### config.mk
export PLATFORM = sky130hd
export DESIGN_NAME = hazard_ctrl
export DESIGN_NICKNAME = d
export VERILOG_FILES = /design/src/rtl/hazard_ctrl.sv
export SDC_FILE = /design/constraint.sdc
export NUM_CORES = 1
export LEC_CHECK = 0
export BUFFER_PORTS_ARGS = -buffer_cell sky130_fd_sc_hd__buf_2
export CORE_MARGIN = 2
export CORE_UTILIZATION = 47
export DETAILED_ROUTE_END_ITERATION = 12
export GPL_TIMING_DRIVEN = 0
export MAX_ROUTING_LAYER = met4
export PLACE_DENSITY_LB_ADDON = 0.3
export SYNTH_ARGS = -nofsm -noshare
export SYNTH_HDL_FRONTEND = slang
export SYNTH_SLANG_ARGS = --single-unit
### constraint.sdc
create_clock -name clk -period 1.95 [get_ports clk]
set_input_delay 0.195 -clock clk [delete_from_list [all_inputs] [get_ports clk]]
set_output_delay 0.195 -clock clk [all_outputs]
set_load 0.01 [all_outputs]
### src/rtl/hazard_ctrl.sv
// Pipeline hazard controller: resolves memory-wait, branch-redirect and load-use
// hazards into stall/flush controls, with a sticky memory timeout and a stall counter.
module hazard_ctrl #(
    parameter int REG_NUM   = 32,
    parameter int CNT_WIDTH = 32,
    parameter int TIMEOUT   = 256
) (
    input  logic                       clk,
    input  logic                       rst_n,
    input  logic                       id_valid,
    input  logic                       id_rs1_used,
    input  logic                       id_rs2_used,
    input  logic [$clog2(REG_NUM)-1:0] id_rs1,
    input  logic [$clog2(REG_NUM)-1:0] id_rs2,
    input  logic                       ex_valid,
    input  logic                       ex_wr_reg_en,
    input  logic                       ex_is_load,
    input  logic [$clog2(REG_NUM)-1:0] ex_rd,
    input  logic                       branch_taken,
    input  logic                       mm_valid,
    input  logic                       mm_is_load,
    input  logic                       mm_mem_ready,
    output logic                       stall_f,
    output logic                       stall_d,
    output logic                       stall_e,
    output logic                       stall_m,
    output logic                       flush_d,
    output logic                       flush_e,
    output logic                       flush_w,
    output logic                       mem_timeout,
    output logic [CNT_WIDTH-1:0]       stall_cycles
);

    localparam int WCNT_W = $clog2(TIMEOUT) + 1;
    localparam logic [WCNT_W-1:0] WCNT_LAST = WCNT_W'(TIMEOUT - 1);

    typedef enum logic {RUN, WAIT} state_t;

    state_t            state;
    state_t            state_nxt;
    logic              run;
    logic [WCNT_W-1:0] wait_cnt;
    logic              mem_wait;
    logic              redirect;
    logic              load_use;
    logic              rs1_hit;
    logic              rs2_hit;

    // Hazard terms are gated by the run flag so the first cycle out of reset is quiet.
    always_comb begin
        rs1_hit  = id_rs1_used && (id_rs1 == ex_rd);
        rs2_hit  = id_rs2_used && (id_rs2 == ex_rd);
        mem_wait = run && mm_valid && mm_is_load && !mm_mem_ready;
        redirect = run && ex_valid && branch_taken;
        load_use = run && id_valid && ex_valid && ex_is_load && ex_wr_reg_en &&
                   (ex_rd != '0) && (rs1_hit || rs2_hit);
    end

    always_comb begin
        state_nxt = state;
        stall_f   = 1'b0;
        stall_d   = 1'b0;
        stall_e   = 1'b0;
        stall_m   = 1'b0;
        flush_d   = 1'b0;
        flush_e   = 1'b0;
        flush_w   = 1'b0;
        case (state)
            RUN:     if (mem_wait)  state_nxt = WAIT;
            WAIT:    if (!mem_wait) state_nxt = RUN;
            default: state_nxt = RUN;
        endcase
        if (mem_wait) begin
            stall_f = 1'b1;
            stall_d = 1'b1;
            stall_e = 1'b1;
            stall_m = 1'b1;
            flush_w = 1'b1;
        end else if (redirect) begin
            flush_d = 1'b1;
            flush_e = 1'b1;
        end else if (load_use) begin
            stall_f = 1'b1;
            stall_d = 1'b1;
            flush_e = 1'b1;
        end
    end

    always_ff @(posedge clk or negedge rst_n) begin
        if (!rst_n) begin
            state <= RUN;
            run   <= 1'b0;
        end else begin
            state <= state_nxt;
            run   <= 1'b1;
        end
    end

    // wait_cnt only advances while already parked in WAIT; it resets on leaving WAIT.
    always_ff @(posedge clk or negedge rst_n) begin
        if (!rst_n) begin
            wait_cnt    <= '0;
            mem_timeout <= 1'b0;
        end else begin
            if (state == WAIT) begin
                if (!mem_wait)
                    wait_cnt <= '0;
                else if (wait_cnt != '1)
                    wait_cnt <= wait_cnt + WCNT_W'(1);
            end
            if (mem_wait && (wait_cnt == WCNT_LAST))
                mem_timeout <= 1'b1;
        end
    end

    always_ff @(posedge clk or negedge rst_n) begin
        if (!rst_n)
            stall_cycles <= '0;
        else if (stall_f && (stall_cycles != '1))
            stall_cycles <= stall_cycles + CNT_WIDTH'(1);
    end

endmodule

==> impl_metrics.ini <==
[synth]
synthMuxAreaShare = 0.00942
ys_seq_area_frac = 0.460
synth_top_family_by_area = simple AND/OR/NAND/NOR gates
async_flop_share = 1.00
synth_enable_flop_cells = 0
synthAdderAreaFrac = 0.0209
synthFlopType = dfrtp_1
yosysWarnings = 0
synthesis.area_um2 = 2390
yosys.area_share.simple = 0.262
synth_seq_cells = 44
synthCells = 240
synth_compound_area_frac = 0.0602
synth_top_area_frac = 0.460
syn_area_per_cell_um2 = 9.96
synth_area_leader_cell = dfrtp_1
synth_xor_area_frac = 0.154
synth_cell_type_count = 40
synthTopCellsByArea = dfrtp_1, xor2_1, nand2_1, nand3_1, nor3_1
syn_nets = 271

[floorplan]
die_x_um = 75.3
start_util = 0.496
io_pins = 67
die_y_um = 75.3
die_area_um2 = 5670
core_area_um2 = 4820
rows = 25

[sta]
fin_skew_ps = 7.27
worstMarginPinSlew_ps = 1000
rsz0062_at_grt = true
drv_slew = 0
finalCritPeriodShare = 1.05
setup_viol = 13
final_hold_viol_count = 0
tns_ps = -817
fin_ws_ps = -105
hold-worst-slack_ps = 54.2
timing.final.crit_period_ps = 2060
relSlewSlack = 0.332
fmax_mhz = 487

[clock_tree]
cts_max_level = 2
ctsRootBufferMaster = clkbuf_8
clk_latency_ps = 300
cts.sinks = 44
numCtsBuffers = 5
clk_pin_slew_ps = 80
cts_tree = built
clockBufferDepth = 2

[final_layout]
antennaDiodeCount = 0
area_growth_pct = 40.5
nNetsFinal = 378
n_fill_cell = 387
stdcell_area_um2 = 3360
drive_gt1_frac = 0.440

[worst_setup_path]
cpPeakStageDelay_ps = 390
slowest_stage = dfrtp_2
worst-endpoint-required_ps = 2140
endpoint_kind = register
r2r_slack_ps = -110
crit_path_cell_trace = nand4_1, buf_4, nor4_4, a32o_1, a21o_4, buf_8, clkbuf_16, nor2_1, xor2_1
cp_max_fo = 6
crit_path_start_kind = register
worstSetupPathType = reg2reg
arrival_ps = 2250

[route]
first_pass_iters = 4
via_per_inst = 5.30
vias = 2201
drcViolationCount = 0
post_drt_wl_per_cell_um = 14.9
drt-total-wl_um = 6190
final_antenna_net_count = 0
drt_iter0_markers = 100

[global_route]
grt_start_max_net_pins = 45
antenna_found_initial = 0
grt_first_pass_wirelength_um = 8670
first_global_vias = 1927
grt_usage = 0.208
grt-ovfl-total = 0

[power]
clockPowerShare = 0.345
p_switching_uw = 403
p_seq_frac = 0.552
ir_drop_mv = 0.588
p_comb_frac = 0.103
p_leak_nw = 1.78
power_density_nw_per_um2 = 505
p_int_mw = 1.29
p_total_mw = 1.70
p_sw_frac = 0.237

[status]
status = complete, but fails checks
violations = setup timing

[flow_run]
drv_cap = 0

[placement]
io_buffers = 66
pre_cts_ws_ps = -242
dpl_cell_area_um2 = 2810
gp_congestion = 0.794
dp_hpwl_um = 3780

[min_path]
hold_path.class = in2async
## per-layer routing
| metal | GRT usage | up-vias | part of all wire |
|---|---|---|---|
| met5 | - | - | 0 |
| met4 | 0.0760 | 0 | 0.017 |
| met3 | 0.0516 | 10 | 0.069 |
| met2 | 0.333 | 68 | 0.50 |
| met1 | 0.258 | 1073 | 0.42 |
| li1 | - | 1050 | - |
## flip-flops by register name, summed over array words and instances, names as in the netlist
| signal | cells |
|---|---|
| stall_cycles | 32 |
| wait_cnt | 9 |
| mem_timeout | 1 |
| run | 1 |
| state | 1 |
## synthesized netlist by cell type (5+ instances only)
cell type / count
nor2_1: 13
and3_1: 5
nand2_1: 29
nand3_1: 17
inv_1: 5
xor2_1: 35
nand4_1: 7
o21ai_0: 9
nor3_1: 15
nor4_2: 6
xnor2_1: 7
dfrtp_1: 44
## worst max-delay path: cells and delay by family (launching register included)
| kind | cells | cell delay (ps) |
|---|---|---|
| buf+inv | 3 | 480 |
| compound gates | 2 | 380 |
| xor+xnor | 1 | 140 |
| flops | 1 | 390 |
| simple gates | 3 | 560 |
## cell type report
class	instances	area (um^2)	area share
clock inverter	2	10.0	0.00298
buffer	7	71.3	0.0212
sequential	44	1110	0.330
tap	67	83.8	0.0250
clock buffer	6	82.6	0.0246
inverter	5	18.8	0.00559
multi-input combinational	183	1350	0.403
timing repair buffer	101	632	0.188
## cells by family (layout without fill, tap and decap cells)
kind of cell | after synthesis | in the layout
flip-flops | 44 | 44
XOR/XNOR | 42 | 42
multiplexers | 2 | 2
AND/OR/NAND/NOR | 112 | 112
adder cells (fa/ha/maj) | 4 | 4
AO/OA/AOI/OAI | 22 | 22
other | 1 | 1
buffers and inverters | 13 | 121
## cells in the final DEF, fill, tap and decap left out, types with 2 or more instances in the layout
| master | instances |
|---|---|
| or2_2 | 2 |
| clkbuf_16 | 2 |
| o31ai_1 | 3 |
| buf_2 | 66 |
| a21o_1 | 2 |
| xor2_1 | 35 |
| nand3_2 | 3 |
| nand2_1 | 27 |
| and3_1 | 5 |
| a21oi_1 | 2 |
| nor4_4 | 5 |
| nand3_1 | 15 |
| xnor2_1 | 6 |
| inv_1 | 5 |
| and4_1 | 3 |
| nor3_1 | 15 |
| clkinv_2 | 2 |
| nor2_2 | 8 |
| buf_4 | 35 |
| nor4_2 | 3 |
| nand4_1 | 7 |
| buf_8 | 3 |
| o21ai_0 | 8 |
| clkbuf_8 | 6 |
| dfrtp_1 | 39 |
| nor2_1 | 4 |
| dfrtp_2 | 5 |
| ha_4 | 2 |
| nor4_1 | 3 |
| nand2_2 | 2 |
## repair_timing
action | CTS | global route
hold buffers | 0 | 0
buffers inserted | 9 | 24
cloned | 0 | 2
resized for setup | 15 | 25
endpoints found under the setup margin | 35 | 41
pin swaps | 5 | 12
## final timing paths
| check | from | end | depth (start not counted) |
|---|---|---|---|
| min reg2reg | mem_timeout | mem_timeout | 1 |
| max | stall_cycles[3] | stall_cycles[17] | 9 |
| min | rst_n | stall_cycles[13] | 1 |
| max reg2reg | stall_cycles[3] | stall_cycles[17] | 9 |
| min in group clk | mm_mem_ready | wait_cnt[7] | 4 |
| max in group asynchronous | rst_n | stall_cycles[4] | 1 |
## stage by stage
stage	cells	utilization
2_1_floorplan	240	-
3_3_place_gp	373	0.583
3_5_place_dp	373	0.583
4_1_cts	389	0.629
5_1_grt	415	0.697
6_report	415	0.697
## power groups by stage
stage | registers [mW] | clock network, mW | logic, mW
6_report | 0.937 | 0.586 | 0.175
5_1_grt | 0.938 | 0.644 | 0.194
4_1_cts | 0.937 | 0.608 | 0.160
3_5_place_dp | 0.959 | 0 | 0.128
3_3_place_gp | 0.958 | 0 | 0.125
2_1_floorplan | 0.962 | 0 | 0.0502
Power figures use the tool's default switching activity.
